`src/rtl/conv_pkg.sv`:
```
// Shared types and constants for the 2x2 convolution window scheduler.
package conv_pkg;

  localparam int DATA_W_DFLT = 8;

  typedef enum logic [2:0] {
    IDLE     = 3'd0,
    LOAD_W   = 3'd1,
    LOAD_IMG = 3'd2,
    ISSUE    = 3'd3,
    FINISH   = 3'd4
  } state_e;

  // Number of 2x2 windows produced for an img_w x img_w feature map.
  function automatic int NUM_WIN(input int img_w);
    return (img_w - 1) * (img_w - 1);
  endfunction

endpackage

```
`src/rtl/conv_window_scheduler_if.sv`:
```
// Beat inputs, datapath-facing outputs and status flags of the window scheduler.
interface conv_window_scheduler_if
  import conv_pkg::*;
#(
  parameter int DATA_W = DATA_W_DFLT
);
  logic              kernel_valid;
  logic [DATA_W-1:0] In_Kernel;
  logic              pix_valid;
  logic [DATA_W-1:0] In_Pixel;
  logic              weight_valid;
  logic [DATA_W-1:0] Weight_1, Weight_2, Weight_3, Weight_4;
  logic              in_valid;
  logic [DATA_W-1:0] IFM_1, IFM_2, IFM_3, IFM_4;
  logic [3:0]        win_row, win_col;
  logic              busy, done, err;

  // Upstream source / controller side.
  modport master (
    output kernel_valid, In_Kernel, pix_valid, In_Pixel,
    input  weight_valid, Weight_1, Weight_2, Weight_3, Weight_4,
    input  in_valid, IFM_1, IFM_2, IFM_3, IFM_4, win_row, win_col,
    input  busy, done, err
  );

  // Scheduler side.
  modport slave (
    input  kernel_valid, In_Kernel, pix_valid, In_Pixel,
    output weight_valid, Weight_1, Weight_2, Weight_3, Weight_4,
    output in_valid, IFM_1, IFM_2, IFM_3, IFM_4, win_row, win_col,
    output busy, done, err
  );
endinterface

```
`src/rtl/conv_img_buf.sv`:
```
// Feature-map register file: one write port, four combinational reads
// returning the 2x2 window whose top-left corner is (row_i, col_i).
module conv_img_buf #(
  parameter int IMG_W  = 6,
  parameter int DATA_W = 8,
  parameter int AW     = $clog2(IMG_W * IMG_W)
) (
  input  logic              clk,
  input  logic              wr_en_i,
  input  logic [AW-1:0]     wr_addr_i,
  input  logic [DATA_W-1:0] wr_data_i,
  input  logic [3:0]        row_i,
  input  logic [3:0]        col_i,
  output logic [DATA_W-1:0] px_o [4]
);

  logic [DATA_W-1:0] mem [IMG_W * IMG_W];

  function automatic logic [AW-1:0] addr(input logic [3:0] r, input logic [3:0] c);
    return AW'(int'(r) * IMG_W + int'(c));
  endfunction

  // Pixel write.
  // NOTE: the buffer has no reset; every entry is rewritten before ISSUE reads it.
  always_ff @(posedge clk) begin
    if (wr_en_i) mem[wr_addr_i] <= wr_data_i;
  end

  // Window read, ordered (r,c), (r,c+1), (r+1,c), (r+1,c+1).
  always_comb begin
    px_o[0] = mem[addr(row_i,        col_i)];
    px_o[1] = mem[addr(row_i,        col_i + 4'd1)];
    px_o[2] = mem[addr(row_i + 4'd1, col_i)];
    px_o[3] = mem[addr(row_i + 4'd1, col_i + 4'd1)];
  end

endmodule

```
`src/rtl/conv_window_scheduler.sv`:
```
// Collects a 4-tap kernel and an IMG_W x IMG_W feature map, then streams
// every 2x2 window to the MAC datapath on consecutive cycles.
module conv_window_scheduler
  import conv_pkg::*;
#(
  parameter int IMG_W  = 6,
  parameter int DATA_W = DATA_W_DFLT
) (
  input logic                    clk,
  input logic                    rst_n,
  conv_window_scheduler_if.slave bus
);

  localparam int         NPIX    = IMG_W * IMG_W;
  localparam int         PIX_W   = $clog2(NPIX);
  localparam logic [3:0] LAST_RC = 4'(IMG_W - 2);

  state_e            state_q;
  logic [1:0]        tap_q;
  logic [PIX_W-1:0]  pix_q;
  logic [DATA_W-1:0] w_q [4];
  logic [DATA_W-1:0] ifm_q [4];
  logic [3:0]        win_row_q, win_col_q;
  logic              weight_valid_q, in_valid_q, done_q, err_q;

  logic [3:0]        row_d, col_d, rd_row, rd_col;
  logic [DATA_W-1:0] rd_px [4];
  logic              last_win, buf_wr;

  // Next window coordinates and buffer read address.
  // NOTE: every always_comb output gets a default first so no latch is inferred.
  always_comb begin
    row_d = win_row_q;
    col_d = win_col_q + 4'd1;
    if (win_col_q == LAST_RC) begin
      row_d = win_row_q + 4'd1;
      col_d = '0;
    end
    rd_row = '0;
    rd_col = '0;
    if (state_q == ISSUE) begin
      rd_row = row_d;
      rd_col = col_d;
    end
  end

  assign last_win = (win_row_q == LAST_RC) && (win_col_q == LAST_RC);
  assign buf_wr   = (state_q == LOAD_IMG) && bus.pix_valid;

  conv_img_buf #(.IMG_W(IMG_W), .DATA_W(DATA_W), .AW(PIX_W)) u_buf (
    .clk       (clk),
    .wr_en_i   (buf_wr),
    .wr_addr_i (pix_q),
    .wr_data_i (bus.In_Pixel),
    .row_i     (rd_row),
    .col_i     (rd_col),
    .px_o      (rd_px)
  );

  // Frame sequencer: beat acceptance, window issue and status pulses.
  // NOTE: sequential state uses non-blocking assignments only.
  always_ff @(posedge clk) begin
    if (!rst_n) begin
      state_q        <= IDLE;
      tap_q          <= '0;
      pix_q          <= '0;
      w_q            <= '{default: '0};
      ifm_q          <= '{default: '0};
      win_row_q      <= '0;
      win_col_q      <= '0;
      weight_valid_q <= 1'b0;
      in_valid_q     <= 1'b0;
      done_q         <= 1'b0;
      err_q          <= 1'b0;
    end else begin
      weight_valid_q <= 1'b0;
      done_q         <= 1'b0;
      err_q          <= 1'b0;
      case (state_q)
        IDLE: begin
          if (bus.kernel_valid) begin
            w_q[0]  <= bus.In_Kernel;
            tap_q   <= 2'd1;
            state_q <= LOAD_W;
          end
          err_q <= bus.pix_valid;
        end
        LOAD_W: begin
          if (bus.kernel_valid) begin
            w_q[tap_q] <= bus.In_Kernel;
            tap_q      <= tap_q + 2'd1;
            if (tap_q == 2'd3) begin
              weight_valid_q <= 1'b1;
              pix_q          <= '0;
              state_q        <= LOAD_IMG;
            end
          end
          err_q <= bus.pix_valid;
        end
        LOAD_IMG: begin
          if (bus.pix_valid) begin
            pix_q <= pix_q + 1'b1;
            if (pix_q == PIX_W'(NPIX - 1)) begin
              // Last pixel: present window (0,0) next cycle.
              state_q    <= ISSUE;
              in_valid_q <= 1'b1;
              ifm_q      <= rd_px;
              win_row_q  <= '0;
              win_col_q  <= '0;
            end
          end
          err_q <= bus.kernel_valid;
        end
        ISSUE: begin
          if (last_win) begin
            state_q    <= FINISH;
            in_valid_q <= 1'b0;
            ifm_q      <= '{default: '0};
            win_row_q  <= '0;
            win_col_q  <= '0;
            done_q     <= 1'b1;
          end else begin
            ifm_q     <= rd_px;
            win_row_q <= row_d;
            win_col_q <= col_d;
          end
          err_q <= bus.kernel_valid | bus.pix_valid;
        end
        FINISH: begin
          state_q <= IDLE;
          err_q   <= bus.kernel_valid | bus.pix_valid;
        end
        default: state_q <= IDLE;
      endcase
    end
  end

  assign bus.weight_valid = weight_valid_q;
  assign bus.Weight_1     = w_q[0];
  assign bus.Weight_2     = w_q[1];
  assign bus.Weight_3     = w_q[2];
  assign bus.Weight_4     = w_q[3];
  assign bus.in_valid     = in_valid_q;
  assign bus.IFM_1        = ifm_q[0];
  assign bus.IFM_2        = ifm_q[1];
  assign bus.IFM_3        = ifm_q[2];
  assign bus.IFM_4        = ifm_q[3];
  assign bus.win_row      = win_row_q;
  assign bus.win_col      = win_col_q;
  assign bus.busy         = (state_q != IDLE);
  assign bus.done         = done_q;
  assign bus.err          = err_q;

endmodule

```
`src/flat_wrapper.sv`:
```
// flat-port wrapper written by rule: the top's interface ports become plain ports
module conv_window_scheduler_flat import conv_pkg::*;
#(
  parameter int IMG_W  = 6,
  parameter int DATA_W = DATA_W_DFLT
)
  (clk, rst_n, bus_kernel_valid, bus_In_Kernel, bus_pix_valid, bus_In_Pixel, bus_weight_valid, bus_Weight_1, bus_Weight_2, bus_Weight_3, bus_Weight_4, bus_in_valid, bus_IFM_1, bus_IFM_2, bus_IFM_3, bus_IFM_4, bus_win_row, bus_win_col, bus_busy, bus_done, bus_err);
  conv_window_scheduler_if #(.DATA_W(DATA_W)) bus_i ();
  input logic clk;
  input logic rst_n;
  input wire logic [$bits(bus_i.kernel_valid)-1:0] bus_kernel_valid;
  input wire logic [$bits(bus_i.In_Kernel)-1:0] bus_In_Kernel;
  input wire logic [$bits(bus_i.pix_valid)-1:0] bus_pix_valid;
  input wire logic [$bits(bus_i.In_Pixel)-1:0] bus_In_Pixel;
  output wire logic [$bits(bus_i.weight_valid)-1:0] bus_weight_valid;
  output wire logic [$bits(bus_i.Weight_1)-1:0] bus_Weight_1;
  output wire logic [$bits(bus_i.Weight_2)-1:0] bus_Weight_2;
  output wire logic [$bits(bus_i.Weight_3)-1:0] bus_Weight_3;
  output wire logic [$bits(bus_i.Weight_4)-1:0] bus_Weight_4;
  output wire logic [$bits(bus_i.in_valid)-1:0] bus_in_valid;
  output wire logic [$bits(bus_i.IFM_1)-1:0] bus_IFM_1;
  output wire logic [$bits(bus_i.IFM_2)-1:0] bus_IFM_2;
  output wire logic [$bits(bus_i.IFM_3)-1:0] bus_IFM_3;
  output wire logic [$bits(bus_i.IFM_4)-1:0] bus_IFM_4;
  output wire logic [$bits(bus_i.win_row)-1:0] bus_win_row;
  output wire logic [$bits(bus_i.win_col)-1:0] bus_win_col;
  output wire logic [$bits(bus_i.busy)-1:0] bus_busy;
  output wire logic [$bits(bus_i.done)-1:0] bus_done;
  output wire logic [$bits(bus_i.err)-1:0] bus_err;
  assign bus_i.kernel_valid = bus_kernel_valid;
  assign bus_i.In_Kernel = bus_In_Kernel;
  assign bus_i.pix_valid = bus_pix_valid;
  assign bus_i.In_Pixel = bus_In_Pixel;
  assign bus_weight_valid = bus_i.weight_valid;
  assign bus_Weight_1 = bus_i.Weight_1;
  assign bus_Weight_2 = bus_i.Weight_2;
  assign bus_Weight_3 = bus_i.Weight_3;
  assign bus_Weight_4 = bus_i.Weight_4;
  assign bus_in_valid = bus_i.in_valid;
  assign bus_IFM_1 = bus_i.IFM_1;
  assign bus_IFM_2 = bus_i.IFM_2;
  assign bus_IFM_3 = bus_i.IFM_3;
  assign bus_IFM_4 = bus_i.IFM_4;
  assign bus_win_row = bus_i.win_row;
  assign bus_win_col = bus_i.win_col;
  assign bus_busy = bus_i.busy;
  assign bus_done = bus_i.done;
  assign bus_err = bus_i.err;
  conv_window_scheduler #(.IMG_W(IMG_W), .DATA_W(DATA_W)) u_core (.clk(clk), .rst_n(rst_n), .bus(bus_i));
endmodule
```
`config.mk`:
```
export PLATFORM = sky130hd
export DESIGN_NAME = conv_window_scheduler_flat
export DESIGN_NICKNAME = d
export VERILOG_FILES = /design/src/rtl/conv_pkg.sv /design/src/rtl/conv_window_scheduler_if.sv /design/src/rtl/conv_img_buf.sv /design/src/rtl/conv_window_scheduler.sv /design/src/flat_wrapper.sv
export SDC_FILE = /design/constraint.sdc
export NUM_CORES = 1
export LEC_CHECK = 0
export CORE_UTILIZATION = 35
export DETAILED_ROUTE_END_ITERATION = 10
export PLACE_DENSITY_LB_ADDON = 0.25
export REMOVE_ABC_BUFFERS = 1
export SYNTH_ARGS = -nofsm -noshare
export SYNTH_HDL_FRONTEND = slang
export SYNTH_SLANG_ARGS = --single-unit
```
`constraint.sdc`:
```
create_clock -name clk -period 6.7 [get_ports clk]
set_input_delay 0.67 -clock clk [delete_from_list [all_inputs] [get_ports clk]]
set_output_delay 0.67 -clock clk [all_outputs]
set_load 0.01 [all_outputs]
```
==> metrics.md <==
| Metric | Value |
|---|---|
| Status | `complete, no violations` |
| Post-route worst setup slack | `662.0 ps` |
| Final setup fails | `0` |
| Starting Density | `between 30% and 40%` |
| Reg2reg start | `u_core.bus.win_col[0]` |
| Worst Setup SP | `u_core.bus.win_col[0]` |
| Synth area leaders | `edfxtp_1 38%, mux4_2 9.9%, mux2i_1 9.4%, dfxtp_1 7.6%, nand2_1 7.3%` |
| Tcrit/Tclk final | `90.12%` |
| Ys flop type | `edfxtp_1` |
| GPL Wtd Cong | `0.9615` |
| Synth unique cells | `76` |
| Worst Skew | `between 20 and 25 ps` |
| Comb pwr share | `1.9%` |
| Max-cap violations | `0` |
| Final hold violations | `0` |
| RSZ-0062 raised after global routing | `no` |
| Die Area | `between 60,000 and 70,000 um2` |
| CP Capture Type | `flop` |
| CTS sink count | `375` |
| Pre-CTS setup slack | `between 700 and 800 ps` |
| Total power | `5076 uW` |
| Max Used Layer | `met5` |
| Area leader, netlist | `edfxtp_1` |
| 1st-pass router iterations | `7` |
| Sum of routed wire length over all layers | `83,690 um` |
| Core box area | `64,580 um2` |
| Clock Path Buffers | `3` |
| Synthesis Warnings | `0` |
| Max incr delay on CP | `650 ps` |
| Synthesized area | `between 20,000 and 25,000 um2` |
| Worst endpoint required time | `between 7000 and 8000 ps` |
| Share of the synthesized area in the top cell type | `37.73%` |
| Vias in the first global route | `roughly 17,000` |
| Met2 wire len | `35,670 um` |
| Reg power frac | `49.5%` |
| Setup Crit Path Kind | `flop to flop` |
| Worst path arrival time | `6570 ps` |
| #FFs+latches synth | `375` |
| Final ANT Viol Nets | `0` |
| Power per cell area | `about 190 nW/um2` |
| Layout area overhead | `14.61%` |
| Drt wl/cell | `about 27 um` |
| Metal3 WL | `8527 um` |
| CP delay by family, top | `adder cells` |
| Most common cell in the netlist | `nand2_1` |
| Worst hold path type | `flop to flop` |
| Syn Area/Cell | `10.47 um2` |
| Slowest CP cell | `fa_1` |
| Sw Share | `between 20% and 30%` |
| Clock H-tree levels | `2` |
| Global-route wire length before repair | `121,700 um` |
| Core Util, Final | `40.68%` |
| Worst-path clk slew | `60 ps` |
| Clock Power Share | `48.6%` |
| IO Port Bufs | `96` |
| Root buffer cell | `clkbuf_16` |
| PostCTS Resize Cnt | `0` |
| Crit-path cells | `inv_1 > ha_1 > and3b_1 > xnor2_1 > or2_1 > inv_1 > ha_1 > xor2_1 > inv_1 > fa_1 > inv_1 > ha_1 > xnor2_2 > buf_12 > buf_4 > nand2_1 > and3_1 > a311oi_1 > a311oi_1 > a211oi_1 > a31oi_1 > a21oi_1 > a22o_1` |
| Share of layout cells above drive strength 1 | `between 10% and 20%` |
| TNS Setup | `0 ps` |
| Switch Pwr | `about 1100 uW` |
| # Post-CTS Setup Buffers | `0` |
| Num CTS Buffers | `44` |
| Initial DRC count | `2,652` |
| Slew HR | `10.17%` |
| Post-synth EDFFs | `approximately 290` |
| Hold-fix buffers, CTS | `0` |
| Die height | `257.9 um` |
| DP HPWL | `approximately 60,000 um` |
| Worst path bufs/invs | `6` |
| Power Internal | `3966 uW` |
| Largest net degree at the start of global routing | `151` |
| CTS tree | `done` |
| I/O pins | `97` |
| Layout Nets | `approximately 2,300` |
| Synth Instances | `2,189` |
| M1 wire length | `around 37,000 um` |
| Worst VDD drop | `171.3 uV` |
| Seq/Total Area, Yosys | `45.32%` |
| Vias per inst | `6.116` |
| Aggregate global routing overflow | `0` |
| Post-synth top cells | `443 x nand2_1, 288 x edfxtp_1, 215 x mux2i_1` |
| Gr usage total | `approximately 25%` |
| Detailed-route via count | `19,000` |
| Antenna cell count | `0` |
| Fin crit period | `6038 ps` |
| Crit path launch type | `flop` |
| Residual DRC | `0` |
| Synth async-reset ratio | `0%` |
| Clk_lat worst skew | `590 ps` |
| Die Wd | `257.9 um` |
| Fin. max-slew vios | `0` |
| Worst Path Max Fanout | `50` |
| Initial antenna violation count | `1` |
| Max Fclk | `165.6 MHz` |
| Internal reg-to-reg setup slack | `660 ps` |
| Leakage power | `~0.0087 uW` |
| CP dominant cell by count | `inv_1` |
| Slew @ Worst Pin | `1342 ps` |
| Count of standard-cell rows | `93` |
| HP Start | `u_core.bus.Weight_3[0]` |
-- final cells by class --
cell class | count | area, um2
clock inverters | 27 | 296.5
multi-input cells | 1615 | 11770
repair buffers | 155 | 1454
clock buffers | 54 | 1179
inverters | 26 | 113.9
flip-flops and latches | 375 | 10390
well taps | 855 | 1070
fillers | 6136 | 38310
-- final timing paths --
path | depth (start not counted) | endpoint
max reg2reg | 23 | u_core.bus.IFM_3[0]
max | 23 | u_core.bus.IFM_3[0]
min reg2reg | 2 | u_core.bus.Weight_3[0]
min | 2 | u_core.bus.Weight_3[0]
-- flip-flops by register name, indices dropped and copies added (netlist names) --
signal / cells
u_core.bus.IFM_1: 8
u_core.bus.IFM_2: 8
u_core.bus.IFM_3: 8
u_core.bus.IFM_4: 8
u_core.bus.Weight_1: 8
u_core.bus.Weight_2: 8
u_core.bus.Weight_3: 8
u_core.bus.Weight_4: 8
u_core.bus.done: 1
u_core.bus.err: 1
u_core.bus.in_valid: 1
u_core.bus.weight_valid: 1
u_core.bus.win_col: 4
u_core.bus.win_row: 4
u_core.pix_q: 6
u_core.state_q: 3
u_core.tap_q: 2
u_core.u_buf.mem: 288
-- logic make-up (layout without fill, tap and decap cells) --
kind of cell / after synthesis / count (layout) / synth area share [%]
DFF: 375 / 375 / 45.32
muxes: 319 / 319 / 19.46
AOI/OAI and AO/OA: 377 / 377 / 11.53
and+or+nand+nor: 854 / 854 / 16.62
buffers and inverters: 199 / 262 / 3.782
xor gates and xnor gates: 33 / 33 / 1.392
adders and majority gates: 32 / 32 / 1.888
-- placed cells by master, fill, tap and decap left out, types with 6 or more instances in the layout --
cell	Yosys	layout
and3_1	42	42
a311o_1	8	8
clkbuf_1	112	6
nand4_1	25	25
clkbuf_16	0	44
a21oi_1	90	90
o211ai_1	11	11
a2bb2oi_1	7	7
clkinv_2	0	7
a31oi_1	45	45
a41o_1	7	7
a22o_1	16	16
nand2_1	443	443
a311oi_1	41	41
nor2_1	103	100
mux4_2	101	101
buf_4	21	55
o22ai_1	12	12
xnor2_1	16	13
o21ai_1	7	7
xor2_1	13	11
clkdlybuf4s50_1	0	96
edfxtp_1	288	288
dfxtp_1	87	87
a22oi_1	36	36
inv_1	24	24
nand3_1	145	145
a32oi_1	8	8
a21o_1	7	7
a211oi_1	33	33
nor3_1	17	17
ha_1	25	23
nor2b_1	38	38
mux2i_1	215	215
a221oi_1	8	8
o21ai_0	20	20
and2_1	7	7
inv_6	0	8
-- worst min-delay path: cells and delay by family, from the launching register on --
kind	cells	cell delay [ps]
flops	1	310
compound gates	1	50
simple gates	1	50
-- layer usage --
| metal | GRT usage (%) | up-vias |
|---|---|---|
| li1 | - | 8341 |
| met1 | 36.94 | 9364 |
| met2 | 35.85 | 1169 |
| met3 | 4.839 | 125 |
| met4 | 7.396 | 2 |
| met5 | 0 | - |
-- power groups by stage --
stage / combinational, uW / clock (uW) / sequential [uW]
finish: 97.7 / 2470 / 2510
global route: 106 / 2580 / 2510
global placement: 95.6 / 0 / 2560
CTS: 97.4 / 2500 / 2510
detailed placement: 97.3 / 0 / 2560
floorplan: 27.9 / 0 / 2560
-- metrics by stage --
| stage | hold slack [ps] | cell area (um2) | instances |
|---|---|---|---|
| floorplan | 479.3 | 22160 | 2016 |
| global placement | 444.7 | 24800 | 3026 |
| detailed placement | 446.5 | 24800 | 3026 |
| CTS | 454.9 | 26270 | 3107 |
| global route | 470.0 | 26270 | 3107 |
| finish | 453.9 | 26270 | 3107 |
Note: power is estimated with default switching activity, not from simulation.
